===== config.mk =====
export PLATFORM = sky130hd
export DESIGN_NAME = pal_line_sequencer
export DESIGN_NICKNAME = d
export VERILOG_FILES = /design/src/rtl/pal_seq_pkg.sv /design/src/rtl/sync_edge_detect.sv /design/src/rtl/pal_line_sequencer.sv
export SDC_FILE = /design/constraint.sdc
export NUM_CORES = 1
export LEC_CHECK = 0
export ABC_AREA = 0
export BUFFER_PORTS_ARGS = -buffer_cell sky130_fd_sc_hd__buf_2
export CAP_MARGIN = 20
export CORE_ASPECT_RATIO = 0.9
export CORE_MARGIN = 2
export CORE_UTILIZATION = 35
export CTS_CLUSTER_DIAMETER = 50
export DETAILED_ROUTE_END_ITERATION = 7
export GPL_ROUTABILITY_DRIVEN = 0
export RECOVER_POWER = 100
export SYNTH_ARGS = -nofsm -noshare
export SYNTH_HDL_FRONTEND = slang
export SYNTH_SLANG_ARGS = --single-unit

===== constraint.sdc =====
create_clock -name clk -period 2.5 [get_ports clk]
set_clock_uncertainty 0.1 [all_clocks]
set_input_delay 0.125 -clock clk [delete_from_list [all_inputs] [get_ports clk]]
set_output_delay 0.125 -clock clk [all_outputs]
set_load 0.01 [all_outputs]

===== src/rtl/pal_seq_pkg.sv =====
// Shared types and default timing for the Dragon PAL line-pulse sequencer.
package pal_seq_pkg;

  typedef enum logic [1:0] {
    PASS,
    PAD_A,
    VSYNC,
    PAD_B
  } state_t;

  localparam int unsigned DEF_LINE_CLKS   = 228;
  localparam int unsigned DEF_PULSE_CLKS  = 11;
  localparam int unsigned DEF_PAD_A_LINES = 25;
  localparam int unsigned DEF_PAD_B_LINES = 25;

  localparam int unsigned LINE_CNT_W = 9;

endpackage


===== src/rtl/sync_edge_detect.sv =====
// Two-flop synchroniser with a trailing edge-detect flop; all flops reset high
// so an idle-high sync line produces no strobe out of reset.
module sync_edge_detect (
  input  logic clk,
  input  logic rst_n,
  input  logic din,
  output logic sync,
  output logic rise,
  output logic fall
);

  logic meta;
  logic prev;

  always_ff @(posedge clk or negedge rst_n) begin
    if (!rst_n) begin
      meta <= 1'b1;
      sync <= 1'b1;
      prev <= 1'b1;
    end else begin
      meta <= din;
      sync <= meta;
      prev <= sync;
    end
  end

  assign rise = sync & ~prev;
  assign fall = ~sync & prev;

endmodule


===== src/rtl/pal_line_sequencer.sv =====
// Stretches the VDG field to PAL length by holding the VDG clock for padding
// lines around field sync and synthesising line-sync pulses while it is held.
module pal_line_sequencer
  import pal_seq_pkg::*;
#(
  parameter int unsigned LINE_CLKS   = DEF_LINE_CLKS,
  parameter int unsigned PULSE_CLKS  = DEF_PULSE_CLKS,
  parameter int unsigned PAD_A_LINES = DEF_PAD_A_LINES,
  parameter int unsigned PAD_B_LINES = DEF_PAD_B_LINES
) (
  input  logic                  clk,
  input  logic                  rst_n,
  input  logic                  enable,
  input  logic                  hs_n,
  input  logic                  fs_n,
  output logic                  hold,
  output logic                  hs_out,
  output logic                  pad_active,
  output logic                  field,
  output logic [LINE_CNT_W-1:0] line_cnt
);

  localparam int unsigned TW      = (LINE_CLKS > 1) ? $clog2(LINE_CLKS) : 1;
  localparam int unsigned PAD_MAX = (PAD_A_LINES > PAD_B_LINES) ? PAD_A_LINES : PAD_B_LINES;
  localparam int unsigned PW      = $clog2(PAD_MAX) + 1;

  localparam logic [TW-1:0] T_LAST  = TW'(LINE_CLKS - 1);
  localparam logic [TW-1:0] T_PULSE = TW'(PULSE_CLKS);
  localparam logic [PW-1:0] N_A     = PW'(PAD_A_LINES);
  localparam logic [PW-1:0] N_B     = PW'(PAD_B_LINES);

  logic hs_sync, hs_fall;
  logic fs_sync, fs_rise, fs_fall;

  sync_edge_detect u_hs_sync (
    .clk   (clk),
    .rst_n (rst_n),
    .din   (hs_n),
    .sync  (hs_sync),
    .rise  (),
    .fall  (hs_fall)
  );

  sync_edge_detect u_fs_sync (
    .clk   (clk),
    .rst_n (rst_n),
    .din   (fs_n),
    .sync  (fs_sync),
    .rise  (fs_rise),
    .fall  (fs_fall)
  );

  state_t                state, state_n;
  logic [TW-1:0]         timer, timer_n;
  logic [PW-1:0]         padcnt, padcnt_n;
  logic                  pending, pending_n;
  logic                  hold_n, hs_out_n, pad_act_n, field_n;
  logic [LINE_CNT_W-1:0] line_cnt_n;

  logic [LINE_CNT_W-1:0] lc_inc;
  logic [PW-1:0]         pad_inc, pad_lines;
  logic                  go_pad, leave;
  state_t                pad_tgt;

  assign lc_inc    = (line_cnt == '1) ? line_cnt : line_cnt + 1'b1;
  assign pad_inc   = padcnt + 1'b1;
  assign pad_lines = (state == PAD_A) ? N_A : N_B;

  always_ff @(posedge clk or negedge rst_n) begin
    if (!rst_n) begin
      state      <= PASS;
      timer      <= '0;
      padcnt     <= '0;
      pending    <= 1'b0;
      hold       <= 1'b0;
      hs_out     <= 1'b1;
      pad_active <= 1'b0;
      field      <= 1'b0;
      line_cnt   <= '0;
    end else begin
      state      <= state_n;
      timer      <= timer_n;
      padcnt     <= padcnt_n;
      pending    <= pending_n;
      hold       <= hold_n;
      hs_out     <= hs_out_n;
      pad_active <= pad_act_n;
      field      <= field_n;
      line_cnt   <= line_cnt_n;
    end
  end

  always_comb begin
    state_n    = state;
    timer_n    = timer;
    padcnt_n   = padcnt;
    pending_n  = pending;
    hold_n     = hold;
    hs_out_n   = hs_out;
    pad_act_n  = pad_active;
    field_n    = field;
    line_cnt_n = line_cnt;
    go_pad     = 1'b0;
    leave      = 1'b0;
    pad_tgt    = PAD_A;

    case (state)
      PASS, VSYNC: begin
        hs_out_n = hs_sync;
        if (hs_fall) line_cnt_n = lc_inc;
        // A coincident HS fall is overridden by the FS fall clearing the count.
        if (fs_fall) begin
          field_n    = ~field;
          line_cnt_n = '0;
          pending_n  = 1'b0;
          if (!enable) begin
            state_n = PASS;
          end else if (PAD_A_LINES > 0) begin
            go_pad  = 1'b1;
            pad_tgt = PAD_A;
          end else begin
            state_n = VSYNC;
          end
        end else if (state == VSYNC && (fs_rise || pending)) begin
          pending_n = 1'b0;
          if (enable && PAD_B_LINES > 0) begin
            go_pad  = 1'b1;
            pad_tgt = PAD_B;
          end else begin
            state_n = PASS;
          end
        end
      end

      PAD_A, PAD_B: begin
        if (timer == '0) line_cnt_n = lc_inc;
        if (state == PAD_A && fs_rise) pending_n = 1'b1;
        if (timer == T_LAST) begin
          timer_n  = '0;
          hs_out_n = (T_PULSE != '0);
          hs_out_n = ~hs_out_n;
          if (!enable) begin
            leave   = 1'b1;
            state_n = PASS;
          end else if (pad_inc == pad_lines) begin
            // An FS rise already seen during PAD_A skips VSYNC entirely.
            if (state == PAD_B) begin
              leave   = 1'b1;
              state_n = PASS;
            end else if (pending || fs_rise) begin
              if (PAD_B_LINES > 0) begin
                go_pad  = 1'b1;
                pad_tgt = PAD_B;
              end else begin
                leave   = 1'b1;
                state_n = PASS;
              end
            end else begin
              leave   = 1'b1;
              state_n = VSYNC;
            end
          end else begin
            padcnt_n = pad_inc;
          end
        end else begin
          timer_n  = timer + 1'b1;
          hs_out_n = (timer_n >= T_PULSE);
        end
      end

      default: state_n = PASS;
    endcase

    if (leave) begin
      hold_n    = 1'b0;
      pad_act_n = 1'b0;
      hs_out_n  = hs_sync;
      padcnt_n  = '0;
      pending_n = 1'b0;
    end

    if (go_pad) begin
      state_n   = pad_tgt;
      timer_n   = '0;
      padcnt_n  = '0;
      pending_n = 1'b0;
      hold_n    = 1'b1;
      pad_act_n = 1'b1;
      hs_out_n  = (T_PULSE == '0);
    end
  end

endmodule


==> impl_metrics.json <==
{
  "status": "complete, no violations",
  "fin_ws_ns": 0.309,
  "crit_required_ns": 2.56,
  "synth_nets": 232,
  "synth_top_flop_cell": "dfrtp_1",
  "avgViaCountPerCell": 5.23,
  "hold_path.class": "input port to register",
  "io_buffers": 17,
  "preCtsSetupSlack_ns": 0.382,
  "nFillCells": 594,
  "avgSynthCellArea_sq_um": 9.23,
  "insertion_delay_ns": 0.29,
  "placementRows": 26,
  "postCtsSetupBuffers": 0,
  "synth-seq-cells": 35,
  "drt-total-wl_um": 4190,
  "drt_iter0_drc": 79,
  "antenna_found_initial": 0,
  "synth_cells": 221,
  "grt_pass1_vias": 1501,
  "max_freq_ghz": 0.456,
  "cts.repair.resized": 0,
  "die_x_um": 84.5,
  "clockRootBuffer": "clkbuf_8",
  "synth_cell_types": 50,
  "antenna_left": 0,
  "drv_slew": 0,
  "core-area_sq_um": 5660,
  "synth-edff-count": 0,
  "finalHoldViolations": 0,
  "final_cell_area_sq_um": 2290,
  "nets": 254,
  "p_leak_nw": 1.03,
  "highest_layer": "met4",
  "path_class": "register to register",
  "die_y_um": 76.4,
  "crit_arrival_ns": 2.26,
  "cts_buffers": 5,
  "syn-cell-area_sq_um": 2040,
  "fin_crit_sh_pct": 87.6,
  "start_util_pct": 36.0,
  "dpl_cell_area_sq_um": 2180,
  "clk_pin_slew_ns": 0.07,
  "dp_hpwl_um": 2980,
  "drive_above_1_share_pct": 10.2,
  "wl_met2_um": 1750,
  "cts_tree": "built",
  "yosys_warnings": 0,
  "crit_fanout": 11,
  "ir_worst_vdd_v": 0.000363,
  "cts.sinks": 35,
  "tns_ns": 0,
  "antennaDiodeCount": 0,
  "cp-end-kind": "register",
  "syn2layout_area_growth_pct": 12.1,
  "p_per_area_nw_per_um2": 811,
  "final-setup-viol-count": 0,
  "h-tree-depth": 2,
  "firstDrtPassIters": 5,
  "grt.overflow.total": 0,
  "tightest_slew_ns": 0.818,
  "multi_input_comb_area_sq_um": 1050,
  "grt_pass1_wl_um": 7180,
  "drc": 0,
  "vias": 1641,
  "met3_wirelength_um": 114,
  "rsz0062_at_grt": "false",
  "maxSlewHeadroom_pct": 45.0,
  "wl_met1_um": 2260,
  "io-pin-count": 18,
  "clock_path_buffers": 2,
  "regArea_sq_um": 885,
  "grt_max_degree": 36,
  "grt_usage_pct": 13.8,
  "wire_per_inst_um": 13.3,
  "setup.worst_path.start_class": "register",
  "drv_cap": 0,
  "die-area_sq_um": 6450,
  "ys_seq_area_share_pct": 43.4,
  "period_needed_ns": 2.19,
  "postSynth.asyncResetShare_pct": 100
}
-- critical path: stages, from the launching register on --
cell and delay [ns]:
dfrtp_1 0.43, inv_1 0.08, ha_1 0.16, or3b_1 0.34, mux2i_1 0.22, a211oi_1 0.11, buf_4 0.18, a211oi_1 0.32
o211ai_1 0.13
-- state kept, by name, indices dropped and copies added (netlist names), 2 cells and up --
register  cells
state         2
padcnt        6
timer         8
line_cnt      9
-- where the power goes --
part           leakage [nW]  internal [mW]  total (mW)  switching [mW]
Combinational         0.557          0.236       0.492           0.256
Clock                0.0581          0.297       0.508           0.212
Sequential            0.418          0.681       0.854           0.173
-- kinds of logic after synthesis --
kind of cell | count (synthesis) | share of synthesized area [%]
fa+ha+maj | 6 | 3.68
buf+inv | 18 | 4.36
xor+xnor | 6 | 2.58
flops | 35 | 43.4
compound gates | 59 | 19.3
mux | 6 | 2.94
simple gates | 91 | 23.7
-- Yosys cell counts, drive strengths merged (2+ instances only) --
master	number	area, sq um
a21o	3	22.5
ha	6	75.1
nand2b	5	31.3
or4	3	22.5
a22o	3	26.3
and2	4	25.0
dfrtp	28	701
o31ai	3	22.5
o211ai	2	15.0
or2	2	12.5
inv	11	41.3
nand3	11	55.1
a211oi	2	20.0
mux2i	6	60.1
a21oi	13	68.8
a31oi	3	18.8
buf	5	40.0
o21ai	19	106
a32o	2	20.0
nor3	5	36.3
clkbuf	2	7.51
nor2	15	56.3
xnor2	3	26.3
xor2	3	26.3
and3	6	37.5
dfstp	7	184
and4	3	28.8
nand2	25	93.8
a2bb2oi	2	17.5
or3	2	12.5
nand4	4	31.3
nor2b	4	25.0
-- metal layers --
metal,vias up,track usage [%]
li1,837,-
met1,775,21.0
met2,23,18.8
met3,6,3.47
met4,0,4.92
met5,-,0
-- path summary, 6_finish.rpt --
check / startpoint / end / slack (ns) / cells past startpoint
min reg2reg: u_hs_sync.meta$_DFF_PN1_ / u_hs_sync.sync$_DFF_PN1_ / 0.26 / 0
max: padcnt[0]$_DFFE_PN0P_ / pending$_DFFE_PN0P_ / 0.31 / 8
min in group asynchronous: rst_n / line_cnt[6]$_DFFE_PN0P_ / 0.36 / 2
max reg2reg: padcnt[0]$_DFFE_PN0P_ / pending$_DFFE_PN0P_ / 0.31 / 8
max in group asynchronous: rst_n / padcnt[3]$_DFFE_PN0P_ / 1.46 / 2
min: enable / state[1]$_DFFE_PN0P_ / 0.10 / 3
-- metrics by stage --
| stage | hold WS, ns | std cells | utilization (%) | power, mW |
|---|---|---|---|---|
| after floorplan | -0.271 | 221 | - | 1.25 |
| after global placement | 0.131 | 303 | 38.5 | 1.36 |
| after detailed placement | 0.131 | 303 | 38.5 | 1.36 |
| after CTS | 0.104 | 314 | 41.0 | 1.89 |
| after global routing | 0.142 | 314 | 40.4 | 1.99 |
| final | 0.102 | 314 | 40.4 | 1.85 |
-- layout make-up --
cell class	instances	share of cell area (%)
repair buffers	22	4.98
well taps	70	3.83
multi-input cells	168	45.8
inverters	11	1.81
clock inverters	3	1.91
clock buffers	5	3.01
flip-flops and latches	35	38.7
-- layout by cell type (no fill, tap or decap), types with 4 or more instances in the layout --
cell / n
clkbuf_8: 5
dfstp_2: 5
nor2_1: 15
inv_1: 11
nor3_1: 4
nand2_1: 25
nand2b_1: 5
dfrtp_1: 28
nor2b_1: 4
ha_1: 6
and3_1: 6
o21ai_0: 18
buf_2: 4
mux2i_1: 6
nand3_1: 11
a21oi_1: 12
clkbuf_1: 13
-- what timing repair did --
| item | in CTS | in global routing |
|---|---|---|
| endpoints found under the setup margin | 0 | 0 |
| hold buffers | 3 | 0 |
| endpoints found under the hold margin | 30 | 0 |
Power figures use the tool's default switching activity.
